File: config.mk
export PLATFORM = sky130hd
export DESIGN_NAME = pb_interval_timer
export DESIGN_NICKNAME = d
export VERILOG_FILES = /design/src/rtl/pb_interval_timer_pkg.sv /design/src/rtl/pb_interval_timer_core.sv /design/src/rtl/pb_interval_timer.sv
export SDC_FILE = /design/constraint.sdc
export NUM_CORES = 1
export LEC_CHECK = 0
export BUFFER_PORTS_ARGS = -buffer_cell sky130_fd_sc_hd__buf_2
export CORE_ASPECT_RATIO = 1.25
export CORE_MARGIN = 2
export CORE_UTILIZATION = 40
export CTS_CLUSTER_DIAMETER = 30
export DETAILED_ROUTE_END_ITERATION = 8
export GPL_TIMING_DRIVEN = 0
export SLEW_MARGIN = 20
export SYNTH_ARGS = -nofsm -noshare
export SYNTH_HDL_FRONTEND = slang
export SYNTH_SLANG_ARGS = --single-unit
File: constraint.sdc
create_clock -name clk -period 1.8 [get_ports clk]
set_input_delay 0.27 -clock clk [delete_from_list [all_inputs] [get_ports clk]]
set_output_delay 0.27 -clock clk [all_outputs]
set_load 0.005 [all_outputs]
File: src/rtl/pb_interval_timer_pkg.sv
// Shared constants for the PacoBlaze interval timer.
// Covers the port-bus width, register offsets and CTRL bit positions.
package pb_interval_timer_pkg;

  localparam int unsigned OperandWidth = 8;

  localparam logic [1:0] OffCtrl     = 2'd0;
  localparam logic [1:0] OffReloadLo = 2'd1;
  localparam logic [1:0] OffReloadHi = 2'd2;
  localparam logic [1:0] OffTicks    = 2'd3;

  localparam int unsigned CtrlEn   = 0;
  localparam int unsigned CtrlIe   = 1;
  localparam int unsigned CtrlAr   = 2;
  localparam int unsigned CtrlPend = 7;

  function automatic logic [OperandWidth-1:0] ctrl_pack(logic en, logic ie, logic ar, logic pend);
    logic [OperandWidth-1:0] v;
    v           = '0;
    v[CtrlEn]   = en;
    v[CtrlIe]   = ie;
    v[CtrlAr]   = ar;
    v[CtrlPend] = pend;
    return v;
  endfunction

endpackage

File: src/rtl/pb_interval_timer_core.sv
// Prescale down-counter: loads on start, counts while running,
// and flags expiry when it is running at zero.
module pb_interval_timer_core #(
  parameter int unsigned Width = 16
) (
  input  logic             clk,
  input  logic             reset,
  input  logic             load,
  input  logic             run,
  input  logic [Width-1:0] reload,
  output logic             expire
);

  logic [Width-1:0] pcnt_q, pcnt_d;

  always_comb begin
    expire = run && (pcnt_q == '0);
    pcnt_d = pcnt_q;
    if (load) begin
      pcnt_d = reload;
    end else if (run) begin
      pcnt_d = (pcnt_q == '0) ? reload : pcnt_q - Width'(1);
    end
  end

  always_ff @(posedge clk) begin
    if (reset) begin
      pcnt_q <= '0;
    end else begin
      pcnt_q <= pcnt_d;
    end
  end

endmodule

File: src/rtl/pb_interval_timer.sv
// Port-mapped interval timer for the PacoBlaze I/O bus: register file,
// address decode, registered read mux and level interrupt.
module pb_interval_timer
  import pb_interval_timer_pkg::*;
#(
  parameter logic [7:0]  BASE_ADDR      = 8'h10,
  parameter int unsigned PRESCALE_WIDTH = 16
) (
  input  logic                    clk,
  input  logic                    reset,
  input  logic [7:0]              port_id,
  input  logic [OperandWidth-1:0] out_port,
  input  logic                    write_strobe,
  input  logic                    read_strobe,
  output logic [OperandWidth-1:0] in_port,
  output logic                    interrupt,
  input  logic                    interrupt_ack,
  output logic                    tick
);

  logic                      en_q, en_d, ie_q, ie_d, ar_q, ar_d, pend_q, pend_d;
  logic [PRESCALE_WIDTH-1:0] reload_q, reload_d;
  logic [7:0]                ticks_q, ticks_d;
  logic [OperandWidth-1:0]   in_port_q, in_port_d;
  logic                      irq_q, tick_q;
  logic                      sel, wr_ctrl, wr_lo, wr_hi, wr_ticks;
  logic                      run, load, expire;

  // read_strobe is not needed: the read mux is refreshed every cycle.
  logic unused_read_strobe;
  assign unused_read_strobe = read_strobe;

  assign sel      = (port_id[7:2] == BASE_ADDR[7:2]);
  assign wr_ctrl  = write_strobe && sel && (port_id[1:0] == OffCtrl);
  assign wr_lo    = write_strobe && sel && (port_id[1:0] == OffReloadLo);
  assign wr_hi    = write_strobe && sel && (port_id[1:0] == OffReloadHi);
  assign wr_ticks = write_strobe && sel && (port_id[1:0] == OffTicks);

  // A CTRL write clearing EN stops the counter before it can expire this cycle.
  assign run  = en_q && !(wr_ctrl && !out_port[CtrlEn]);
  assign load = wr_ctrl && out_port[CtrlEn] && !en_q;

  pb_interval_timer_core #(
    .Width(PRESCALE_WIDTH)
  ) u_core (
    .clk   (clk),
    .reset (reset),
    .load  (load),
    .run   (run),
    .reload(reload_q),
    .expire(expire)
  );

  always_comb begin
    en_d     = en_q;
    ie_d     = ie_q;
    ar_d     = ar_q;
    reload_d = reload_q;
    if (wr_ctrl) begin
      en_d = out_port[CtrlEn];
      ie_d = out_port[CtrlIe];
      ar_d = out_port[CtrlAr];
    end else if (expire && !ar_q) begin
      en_d = 1'b0;
    end
    if (wr_lo) reload_d[7:0]  = out_port;
    if (wr_hi) reload_d[15:8] = out_port;

    pend_d = pend_q;
    if (interrupt_ack || (wr_ctrl && out_port[CtrlPend])) pend_d = 1'b0;
    if (expire && ie_q) pend_d = 1'b1;

    ticks_d = ticks_q;
    if (wr_ticks) begin
      ticks_d = '0;
    end else if (expire) begin
      ticks_d = ticks_q + 8'd1;
    end

    in_port_d = '0;
    if (sel) begin
      case (port_id[1:0])
        OffCtrl:     in_port_d = ctrl_pack(en_q, ie_q, ar_q, pend_q);
        OffReloadLo: in_port_d = reload_q[7:0];
        OffReloadHi: in_port_d = reload_q[15:8];
        default:     in_port_d = ticks_q;
      endcase
    end
  end

  always_ff @(posedge clk) begin
    if (reset) begin
      en_q      <= 1'b0;
      ie_q      <= 1'b0;
      ar_q      <= 1'b0;
      pend_q    <= 1'b0;
      reload_q  <= '0;
      ticks_q   <= '0;
      in_port_q <= '0;
      irq_q     <= 1'b0;
      tick_q    <= 1'b0;
    end else begin
      en_q      <= en_d;
      ie_q      <= ie_d;
      ar_q      <= ar_d;
      pend_q    <= pend_d;
      reload_q  <= reload_d;
      ticks_q   <= ticks_d;
      in_port_q <= in_port_d;
      irq_q     <= pend_q && ie_q;
      tick_q    <= expire;
    end
  end

  assign in_port   = in_port_q;
  assign interrupt = irq_q;
  assign tick      = tick_q;

endmodule
Yosys cells after proc, flatten, opt, wreduce, memory -nomap -nowiden --
Index checks and enable logic that the tools add are counted.
Storage, ports and cells: flip-flop bits (word level) 54, input port bits 21
Operators by class: $add $sub $neg 2, equal/unequal tests 4, multiplexer cells 8, bitwise gates (word level) 1, reduce and logical (&&, ||, !) cells 26
Operators by type and width (number):
- 2-to-1 mux 16 bit | 3
- case mux 8 bit (3 select lines) | 1
- zero test 16 bit | 1
- subtractor 16 x 1 -> 16 bit, second input constant | 1
- logical AND 1 bit | 14
- adder 8 x 1 -> 8 bit, second input constant | 1
- == test 6 x 3 -> 1 bit, second input constant | 1
- nonzero test 2 bit | 3
- == test 2 bit, second input constant | 2
- zero test 1 bit | 4
- 2-to-1 mux 1 bit | 4
- OR reduction 2 bit | 2
- == test 2 x 1 -> 1 bit, second input constant | 1
- zero test 2 bit | 1
- logical OR 1 bit | 1
- inverter 1 bit | 1

Logic depth before layout (Yosys ltp) --
word-level depth 10, depth in mapped cells 10, depth with buffers taken out 7

Hierarchy --
Synthesis repeated with hierarchy kept, for this count alone.
Unflattened totals: cells, all modules 301, area total of the unflattened synthesis 2856.5 um^2
By module, submodules not included:
- pb_interval_timer | instances 1, cells each 160, area an instance 1675.4 um^2, sequential area each 760.7 um^2
- pb_interval_timer_core | instances 1, cells each 141, area an instance 1181.1 um^2, sequential area each 320.3 um^2

Worst setup path before layout --
No wires, ideal clock.
path kind register -> register, start point register u_core.pcnt_q[0], end point register u_core.pcnt_q[14], arrival time 1.880 ns, required time 1.733 ns, path slack -0.147 ns, stages on the path, launching flop included 9, period minus slack after synthesis 1.947 ns, cells stage by stage dfxtp_1 > inv_1 > ha_1 > nor4b_1 > and4_1 > buf_4 > or4b_1 > a21o_1 > a21oi_2
On the way: cells in the longest elaborated chain, start to end 4, elaborated cells between the ends (all ways) 5, those cells by class add/sub (1); mux (3); reduce/logical (1)
RTL lines:
- start: declaration | RTL line pb_interval_timer_core.sv:14 | logic [Width-1:0] pcnt_q, pcnt_d;
- start signal: assignment | RTL line pb_interval_timer_core.sv:30 | pcnt_q <= pcnt_d;
- subtractor 16 x 1 -> 16 bit / zero test 16 bit (equally long branches) | RTL line pb_interval_timer_core.sv:22 | pcnt_d = (pcnt_q == '0) ? reload : pcnt_q - Width'(1);
- 2-to-1 mux 16 bit (*) | RTL line pb_interval_timer_core.sv:22
- 2-to-1 mux 16 bit (*) | RTL line pb_interval_timer_core.sv:21 | end else if (run) begin
- 2-to-1 mux 16 bit (*) | RTL line pb_interval_timer_core.sv:19 | if (load) begin
Mark *: on every way between the ends. The rest lies on a longest branch, timed or not. The select of a mux whose other input is x is not followed. A chain may end at the register's enable or synchronous reset.

Worst setup path in the final report --
start point register u_core.pcnt_q[11], end point register u_core.pcnt_q[15]
The elaborated chain is that of the path after synthesis.

==> results.py <==
metrics = {
    "job": {
        "maxCapViolations": 0,
    },
    "power_and_ir_drop": {
        "vdd_ir_drop_max_mv": 0.461,
        "internal-power_mw": 1.65,
        "power_frac_comb": 0.045,
        "p_sw_mw": 0.508,
        "p_total_mw": 2.16,
        "pwr-share-seq": 0.552,
        "sw_frac_of_total": 0.235,
        "power_density_nw_per_um2": 601,
        "p_leak_nw": 1.38,
        "power.share.clock": 0.402,
    },
    "cts": {
        "htree_levels": 2,
        "cts_tree": "done",
        "clk_latency_ps": 320,
        "clkTransAtPathRegs_ps": 110,
        "cts_made_buffers": 5,
        "clockRootBuffer": "clkbuf_8",
        "cts.path.max_buffers": 2,
        "cts_sinks": 54,
    },
    "cells_and_area": {
        "antenna_cells": 0,
        "layout-drive-gt1-share": 0.326,
        "syn_to_final_growth_pct": 30.1,
        "nets": 394,
    },
    "timing": {
        "slew-limit-headroom": 0.561,
        "setup_tns_ps": -219,
        "fin_crit_sh": 1.04,
        "period_needed_ps": 1860,
        "slew_violations": 0,
        "grt_setup_unrepaired": "true",
        "setup_ws_ps": -63.2,
        "setup_violations": 10,
        "tightest_slew_ps": 659,
        "max_freq_ghz": 0.537,
        "fin_worst_skew_ps": 10.1,
        "hold_viol": 0,
    },
    "critical_path": {
        "critPathCaptureType": "flop",
        "cp-start-kind": "flop",
        "crit_fanout": 4,
        "arrival_ps": 2090,
        "worstPathRequired_ps": 2030,
        "crit_type": "reg2reg",
    },
    "global_route": {
        "grt-ovfl-total": 0,
        "antenna_found_initial": 0,
        "track_usage": 0.210,
        "grt_max_degree": 19,
        "grt_pass1_vias": 2540,
        "grt_pass1_wl_microns": 12600,
    },
    "floorplan": {
        "start_util": 0.418,
        "dieArea_sq_um": 7590,
        "fp.dieW_microns": 78.3,
        "die_h_microns": 96.9,
        "num_rows": 33,
        "core_area_sq_um": 6610,
        "ioPinCount": 31,
    },
    "synthesis": {
        "synth.ff_latch_count": 54,
        "ys.flop_type": "dfxtp_1",
        "syn_avg_cell_area_sq_um": 8.85,
        "synth_edf_count": 0,
        "syn-instance-count": 312,
        "mappedNetlistArea_sq_um": 2760,
        "yosysWarnings": 0,
        "synth_nets": 336,
        "synthDistinctLibCells": 50,
        "async_reset_ff_frac": 0,
        "ys_seq_area_frac": 0.392,
    },
    "detailed_routing": {
        "first_pass_iters": 6,
        "viasPerCell": 5.51,
        "vias": 2524,
        "routed_wl_microns": 7650,
        "final_antenna_net_count": 0,
        "wl_per_cell_microns": 16.7,
        "drc": 0,
        "first_iter_violations": 187,
    },
    "placed_design": {
        "io_buffers": 29,
        "post-dp-hpwl_microns": 5570,
        "routabilityCongestion": 0.868,
    },
    "status": {
        "status": "finished, violations left",
        "failed_checks": "setup timing",
    },
    "hold_path": {
        "hold_class": "in2reg",
    },
}
[cell usage after synthesis (5+ instances only)]
cell type	number	share of area
mux2i_1	19	0.069
nor3_1	8	0.015
o21ai_0	6	0.011
clkbuf_1	12	0.016
nand2_1	23	0.031
nor2b_1	7	0.016
o32ai_1	12	0.038
nand3_1	14	0.025
inv_1	18	0.024
nor2_1	33	0.045
mux2_2	5	0.020
nor4_1	7	0.016
nand4_1	6	0.014
dfxtp_1	54	0.39
a21oi_1	26	0.047
xnor2_1	6	0.019
[sequential cells by signal, indices dropped and copies added (netlist names)]
signal and count:
ie_q 1, in_port 8, u_core.pcnt_q 16, reload_q 16
pend_q 1, tick 1, ticks_q 8, interrupt 1
en_q 1, ar_q 1
[cell usage in the layout (no fill, tap or decap), drive strengths merged, types with 2 or more instances in the layout]
| cell type | n |
|---|---|
| nor2 | 33 |
| buf | 57 |
| a21oi | 27 |
| nand2b | 2 |
| o21a | 2 |
| o21ai | 7 |
| or3 | 4 |
| a31oi | 2 |
| nor3 | 9 |
| mux2i | 19 |
| ha | 3 |
| a21o | 2 |
| nor4b | 3 |
| inv | 19 |
| nand2 | 23 |
| a22oi | 4 |
| mux4 | 4 |
| o31a | 2 |
| dfxtp | 54 |
| xnor2 | 6 |
| nand3 | 14 |
| or2 | 2 |
| nor2b | 7 |
| nor4 | 9 |
| clkbuf | 16 |
| and4 | 3 |
| mux2 | 5 |
| o32ai | 12 |
| nand4 | 7 |
[critical path, cell delays in order (launching register included)]
cell and delay, ps:
dfxtp_2 370, nor4_4 330, buf_4 190, nand4_1 130, or3_4 400, o31a_1 240
o32ai_1 120
[kinds of logic (layout without fill, tap and decap cells)]
logic type | after synthesis | after routing | share of synthesized area
AOI/OAI and AO/OA | 64 | 64 | 0.155
adders and majority gates | 3 | 3 | 0.0136
muxes | 28 | 28 | 0.122
and+or+nand+nor | 121 | 121 | 0.241
xor gates and xnor gates | 7 | 7 | 0.0222
DFF | 54 | 54 | 0.392
buffers and inverters | 35 | 94 | 0.0548
[metal layers]
metal  vias up  wire length [microns]  track usage
li1       1252                      -            -
met1      1216                   3240        0.254
met2        44                   4050        0.377
met3        12                    184       0.0280
met4         0                    173       0.0688
met5         -                      0            0
[cell type report]
type	instances	area, sq um
fill	604	3010
multi-input combinational	223	1760
sequential	54	1100
timing repair buffer	51	343
tap	87	109
buffer	17	103
clock buffer	5	68.8
inverter	18	67.6
clock inverter	3	48.8
[metrics by stage]
step	hold slack [ps]	setup WS, ps	cell area [sq um]	utilization	instances
global placement	469	-485	3040	0.460	428
detailed placement	468	-496	3040	0.460	428
floorplan	406	-11.7	2790	-	312
CTS	195	-39.9	3340	0.505	448
finish	199	-63.2	3590	0.544	458
global route	205	-177	3590	0.544	458
[power groups by stage]
stage	registers, mW	logic [mW]	clock network (mW)
2_1_floorplan	1.22	0.0433	0
3_3_place_gp	1.22	0.0914	0
3_5_place_dp	1.22	0.0925	0
4_1_cts	1.19	0.0953	0.886
5_1_grt	1.19	0.105	0.933
6_report	1.19	0.0980	0.869
[repair_timing]
| action | in CTS | in global routing |
|---|---|---|
| buffers inserted | 12 | 10 |
| setup endpoints to repair | 25 | 31 |
| gates cloned | 0 | 0 |
| resized for setup | 18 | 33 |
| pin swaps | 11 | 19 |
| hold buffers | 0 | 0 |
[final timing paths]
check / from / to / slack [ps] / depth (start not counted)
min: out_port[6] / reload_q[14] / 200 / 3
min reg2reg: ie_q / interrupt / 480 / 2
max: u_core.pcnt_q[11] / u_core.pcnt_q[15] / -60 / 6
max reg2reg: u_core.pcnt_q[11] / u_core.pcnt_q[15] / -60 / 6
(Power assumes the default switching activity.)
